## src/rtl/ssp_pkg.sv

```systemverilog
// rtl/ssp_pkg.sv - shared constants and state encoding for the SSP receive path
// Contents: default word length, receive FSM state encoding, counter-width helper.
package ssp_pkg;

   localparam int SSP_DATA_W_DEFAULT = 8;

   typedef enum logic [1:0] {
      ST_IDLE  = 2'b00,
      ST_SHIFT = 2'b01,
      ST_DONE  = 2'b10
   } ssp_rx_state_e;

   // Counter must be able to hold the value DATA_W itself.
   function automatic int ssp_cnt_width(input int data_w);
      return $clog2(data_w + 1);
   endfunction

endpackage

```

## src/rtl/ssp_rx_shift.sv

```systemverilog
// rtl/ssp_rx_shift.sv - serial-in shift register with saturating bit counter
// Ports:
//   i_clk, i_reset_bar : clock, asynchronous active-low reset
//   i_clr              : clear shift register and count (wins over i_shift_en)
//   i_shift_en         : shift i_bit into the LSB and count one sample
//   i_bit              : serial data bit
//   o_word             : current shift register contents
//   o_count_done       : DATA_W samples have been collected
module ssp_rx_shift
   import ssp_pkg::*;
#(
   parameter int DATA_W = SSP_DATA_W_DEFAULT
) (
   input  logic              i_clk,
   input  logic              i_reset_bar,
   input  logic              i_clr,
   input  logic              i_shift_en,
   input  logic              i_bit,
   output logic [DATA_W-1:0] o_word,
   output logic              o_count_done
);

   localparam int               CNT_W   = ssp_cnt_width(DATA_W);
   localparam logic [CNT_W-1:0] CNT_MAX = CNT_W'(DATA_W);

   logic [DATA_W-1:0] sreg_d, sreg_q;
   logic [CNT_W-1:0]  cnt_d, cnt_q;

   always_comb begin
      sreg_d = sreg_q;
      cnt_d  = cnt_q;
      if (i_clr) begin
         sreg_d = '0;
         cnt_d  = '0;
      end else if (i_shift_en && (cnt_q != CNT_MAX)) begin
         // Saturate at DATA_W so a stray enable can never wrap the count.
         sreg_d = {sreg_q[DATA_W-2:0], i_bit};
         cnt_d  = cnt_q + CNT_W'(1);
      end
   end

   always_ff @(posedge i_clk or negedge i_reset_bar) begin
      if (!i_reset_bar) begin
         sreg_q <= '0;
         cnt_q  <= '0;
      end else begin
         sreg_q <= sreg_d;
         cnt_q  <= cnt_d;
      end
   end

   assign o_word       = sreg_q;
   assign o_count_done = (cnt_q == CNT_MAX);

endmodule

```

## src/rtl/ssp_rx_ctrl.sv

```systemverilog
// rtl/ssp_rx_ctrl.sv - SSP serial receive controller with one-word holding register
// Ports:
//   i_clk, i_reset_bar : clock, asynchronous active-low reset
//   i_enable           : receive enable; low aborts a frame in progress
//   i_sample_tick      : one-cycle bit sample strobe
//   i_rx_fss, i_rx_data: pre-synchronized frame sync and serial data
//   o_rx_word, o_rx_valid, i_rx_ack : holding register and its handshake
//   o_overrun, o_frame_err, i_clr_err : sticky error flags and their clear
//   o_busy             : FSM not idle
module ssp_rx_ctrl
   import ssp_pkg::*;
#(
   parameter int DATA_W = SSP_DATA_W_DEFAULT
) (
   input  logic              i_clk,
   input  logic              i_reset_bar,
   input  logic              i_enable,
   input  logic              i_sample_tick,
   input  logic              i_rx_fss,
   input  logic              i_rx_data,
   output logic [DATA_W-1:0] o_rx_word,
   output logic              o_rx_valid,
   input  logic              i_rx_ack,
   output logic              o_overrun,
   output logic              o_frame_err,
   input  logic              i_clr_err,
   output logic              o_busy
);

   ssp_rx_state_e     state_d, state_q;
   logic [DATA_W-1:0] shift_word;
   logic              count_done;
   logic              shift_clr, shift_en, fe_set, done;
   logic              load, ovr_set;
   logic [DATA_W-1:0] rx_word_d, rx_word_q;
   logic              rx_valid_d, rx_valid_q;
   logic              overrun_d, overrun_q;
   logic              frame_err_d, frame_err_q;

   ssp_rx_shift #(.DATA_W(DATA_W)) u_shift (
      .i_clk        (i_clk),
      .i_reset_bar  (i_reset_bar),
      .i_clr        (shift_clr),
      .i_shift_en   (shift_en),
      .i_bit        (i_rx_data),
      .o_word       (shift_word),
      .o_count_done (count_done)
   );

   // FSM state register
   always_ff @(posedge i_clk or negedge i_reset_bar) begin
      if (!i_reset_bar) state_q <= ST_IDLE;
      else              state_q <= state_d;
   end

   // FSM next state. A full word waits one cycle in SHIFT (count_done seen)
   // before DONE, which places the holding-register load two edges after
   // the edge that captured the last bit.
   always_comb begin
      state_d = state_q;
      case (state_q)
         ST_IDLE: begin
            if (i_enable && i_sample_tick && i_rx_fss) state_d = ST_SHIFT;
         end
         ST_SHIFT: begin
            if (!i_enable)      state_d = ST_IDLE;
            else if (count_done) state_d = ST_DONE;
         end
         ST_DONE: state_d = ST_IDLE;
         default: state_d = ST_IDLE;
      endcase
   end

   // FSM outputs
   always_comb begin
      shift_clr = 1'b0;
      shift_en  = 1'b0;
      fe_set    = 1'b0;
      done      = 1'b0;
      o_busy    = (state_q != ST_IDLE);
      case (state_q)
         ST_IDLE: begin
            shift_clr = i_enable && i_sample_tick && i_rx_fss;
         end
         ST_SHIFT: begin
            if (!i_enable) begin
               shift_clr = 1'b1;
            end else if (!count_done && i_sample_tick) begin
               // Sync mid-word restarts the word; the sync tick is not data.
               if (i_rx_fss) begin
                  fe_set    = 1'b1;
                  shift_clr = 1'b1;
               end else begin
                  shift_en  = 1'b1;
               end
            end
         end
         ST_DONE: done = 1'b1;
         default: ;
      endcase
   end

   // Holding register and sticky flags; a new error beats a same-cycle clear.
   always_comb begin
      load        = done && (!rx_valid_q || i_rx_ack);
      ovr_set     = done && !load;
      rx_word_d   = load ? shift_word : rx_word_q;
      rx_valid_d  = load ? 1'b1 : (i_rx_ack ? 1'b0 : rx_valid_q);
      overrun_d   = ovr_set || (overrun_q && !i_clr_err);
      frame_err_d = fe_set || (frame_err_q && !i_clr_err);
   end

   always_ff @(posedge i_clk or negedge i_reset_bar) begin
      if (!i_reset_bar) begin
         rx_word_q   <= '0;
         rx_valid_q  <= 1'b0;
         overrun_q   <= 1'b0;
         frame_err_q <= 1'b0;
      end else begin
         rx_word_q   <= rx_word_d;
         rx_valid_q  <= rx_valid_d;
         overrun_q   <= overrun_d;
         frame_err_q <= frame_err_d;
      end
   end

   assign o_rx_word   = rx_word_q;
   assign o_rx_valid  = rx_valid_q;
   assign o_overrun   = overrun_q;
   assign o_frame_err = frame_err_q;

endmodule

```

## config.mk

```make
export PLATFORM = sky130hd
export DESIGN_NAME = ssp_rx_ctrl
export DESIGN_NICKNAME = d
export VERILOG_FILES = /design/src/rtl/ssp_pkg.sv /design/src/rtl/ssp_rx_shift.sv /design/src/rtl/ssp_rx_ctrl.sv
export SDC_FILE = /design/constraint.sdc
export NUM_CORES = 1
export LEC_CHECK = 0
export BUFFER_PORTS_ARGS = -buffer_cell sky130_fd_sc_hd__buf_2
export CAP_MARGIN = 10
export CORE_MARGIN = 2
export CORE_UTILIZATION = 49
export DETAILED_ROUTE_END_ITERATION = 12
export HOLD_SLACK_MARGIN = 0.12
export PLACE_DENSITY = 0.74
export SLEW_MARGIN = 15
export SYNTH_ARGS = -nofsm -noshare
export SYNTH_HDL_FRONTEND = slang
export SYNTH_SLANG_ARGS = --single-unit
```

## constraint.sdc

```tcl
create_clock -name i_clk -period 1.41 [get_ports i_clk]
set_input_delay 0.0705 -clock i_clk [delete_from_list [all_inputs] [get_ports i_clk]]
set_output_delay 0.0705 -clock i_clk [all_outputs]
set_load 0.02 [all_outputs]
```

==> reports/results.ini <==
[run_status]
status=complete, but fails checks
failed_checks=negative setup slack

[cells_and_area]
utilization_pct=68.3
n_fill_cell=174
antennaDiodeCount=0
area_delta_synth_final_pct=30.0
drive_gt1_share_pct=33.8
final_area_um2=1540
nNetsFinal=153
fin_cells=170

[sta]
finalHoldViolations=0
rsz0062_at_grt=true
drv_slew=0
clock_skew_ns=0.00685
worstMarginPinSlew_ns=0.561
fin_ws_ns=-0.0590
whs_ns=0.173
period_minus_slack_ns=1.47
slew-limit-headroom_pct=62.6
fmax_ghz=0.681
fin_crit_sh_pct=104
setup_violations=12

[clock_network]
h-tree-depth=1
cts_buffer_depth=2
cts_tree=yes
clkLatencyLatePin_ns=0.33
clock_sinks=25
cts.reportedPaths.clkPinSlew_ns=0.14
clockRootBuffer=clkbuf_4
cts_made_buffers=3

[synthesis]
synth_top_family_by_area=simple AND/OR/NAND/NOR gates
synthMuxAreaShare_pct=7.61
netlist-cell-type-count=24
synthSimpleGateAreaFrac_pct=16.4
syn_area_um2=1180
synth-adder-area-share_pct=2.11
synthArstFlopShare_pct=100
synthXorXnorAreaFrac_pct=0
ys_warn_count=0
ys.flop_type=dfrtp_1
ys_seq_area_share_pct=52.9
syn_nets=117
synthCells=107
synth-edff-count=0
synth_seq_cells=25
synth-compound-area-share_pct=16.3
avgSynthCellArea_um2=11.1

[route]
drt-total-wl_um=2900
drtAntennaViolNets=0
firstDrtPassIters=4
wire_per_inst_um=17.0
drc=0
vias_per_cell=6.20
first_iter_violations=64
vias=1054

[global_route]
grt_max_degree=26
grt_antenna_before_repair=0
grt_pass1_wl_um=4140
grt-ovfl-total=0
track_usage_pct=20.3
grt_pass1_vias=992

[worst_setup_path]
required_ns=1.63
end_kind=flop
cp.arrival_ns=1.69
worst_setup_path_start_kind=flop
cp_max_fo=6
path_class=reg2reg

[die]
fp.dieArea_um2=2820
die_h_um=53.2
ios=20
core-area_um2=2250
die_w_um=53.2
start_util_pct=52.5
placementRows=17

[place]
portBuffers=19
gp_congestion=0.805
placed_cells=156
place_ws_ns=-0.0253
place_area_um2=1350
hpwl_um=1770

[pwr]
power.density_nw_per_um2=800
leakagePower_nw=0.739
ir_drop_uv=471

[worst_hold_path]
hold_class=in2reg

[flow_run]
maxCapViolations=0

## cell families after synthesis
group / Yosys count
buffers and inverters: 13
AOI/OAI and AO/OA: 29
and+or+nand+nor: 30
muxes: 8
adders and majority gates: 2
DFF: 25
## per-layer routing
metal	share of wire [%]	GRT usage, %	vias up	wire length [µm]
met4	1.3	12.0	0	38
met5	0	0	-	0
met2	51	33.8	58	1490
li1	-	-	472	-
met1	41	24.5	518	1200
met3	5.9	3.39	6	170
## synthesized netlist by cell type (2+ instances only)
cell,count,share of area [%]
inv_1,5,1.6
o22ai_1,2,1.1
nand3b_1,2,1.3
dfrtp_1,25,53
o31ai_1,12,7.6
a21oi_1,13,5.5
nand2b_1,5,2.6
mux2_1,8,7.6
nand2_1,3,0.95
nand4_1,11,5.8
ha_1,2,2.1
buf_2,6,2.5
and3b_1,2,1.5
## sequential cells by signal, summed over array words and instances (netlist names)
register        cells
o_rx_word           8
u_shift.o_word      8
u_shift.cnt_q       4
state_q             2
o_frame_err         1
o_overrun           1
o_rx_valid          1
## cell usage in the layout, fill, tap and decap left out, types with 2 or more instances in the layout
cell type,Yosys,routed
inv_1,5,4
buf_2,6,19
a21oi_2,0,2
o22ai_1,2,2
nand3b_1,2,2
nand2_1,3,3
dfrtp_1,25,25
mux2_1,8,8
buf_4,0,11
o31ai_1,12,9
dlygate4sd3_1,0,6
nand2b_1,5,4
nand4_1,11,11
clkbuf_4,0,3
a21oi_1,13,11
buf_6,0,2
o31ai_2,0,3
## critical path, cell delays in order, from the launching register on
cell     delay [ns]
dfrtp_1        0.39
inv_1          0.08
ha_4           0.17
and4b_1        0.21
o32ai_4        0.27
buf_6          0.18
a21oi_1        0.06
## cell type report
class                      instances  area (µm²)  area share [%]
clock buffer                       3        22.5            1.46
clock inverter                     1        7.51           0.488
inverter                           5        18.8            1.22
multi-input combinational         69         557            36.2
sequential                        25         626            40.7
tap                               28        35.0            2.28
timing repair buffer              39         273            17.7
## worst paths after layout
kind	startpoint	end	slack (ns)	cells past startpoint
worst max-delay path	u_shift.cnt_q[1]	u_shift.o_word[6]	-0.06	6
worst min-delay path	i_rx_fss	u_shift.cnt_q[3]	0.17	4
max in group asynchronous	i_reset_bar	state_q[1]	0.80	2
min in group asynchronous	i_reset_bar	u_shift.o_word[1]	0.24	2
worst min register to register	o_rx_word[7]	o_rx_word[7]	0.50	1
worst max register to register	u_shift.cnt_q[1]	u_shift.o_word[6]	-0.06	6
## where the power goes
part	switching [W]	internal [W]	leakage (nW)	total (W)
Combinational	0.0000901	0.0000715	0.377	0.000162
Clock	0.000229	0.000109	0.0139	0.000337
Sequential	0.00000733	0.000725	0.348	0.000732
## per-stage QoR
step                      total power [W]  TNS [ns]
after floorplan                  0.000805    -0.191
after global placement           0.000853         0
after detailed placement         0.000860    -0.295
after CTS                         0.00121    -0.219
after global routing              0.00128     -1.12
final                             0.00123    -0.460
## what timing repair did
action | 4_1_cts | 5_1_grt
setup buffers | 0 | 2
cloned | 0 | 1
pin swaps | 0 | 1
resized for setup | 3 | 12
hold buffers | 7 | 0
endpoints found under the hold margin | 30 | 0
setup endpoints to repair | 20 | 20
Power figures use the tool's default switching activity.
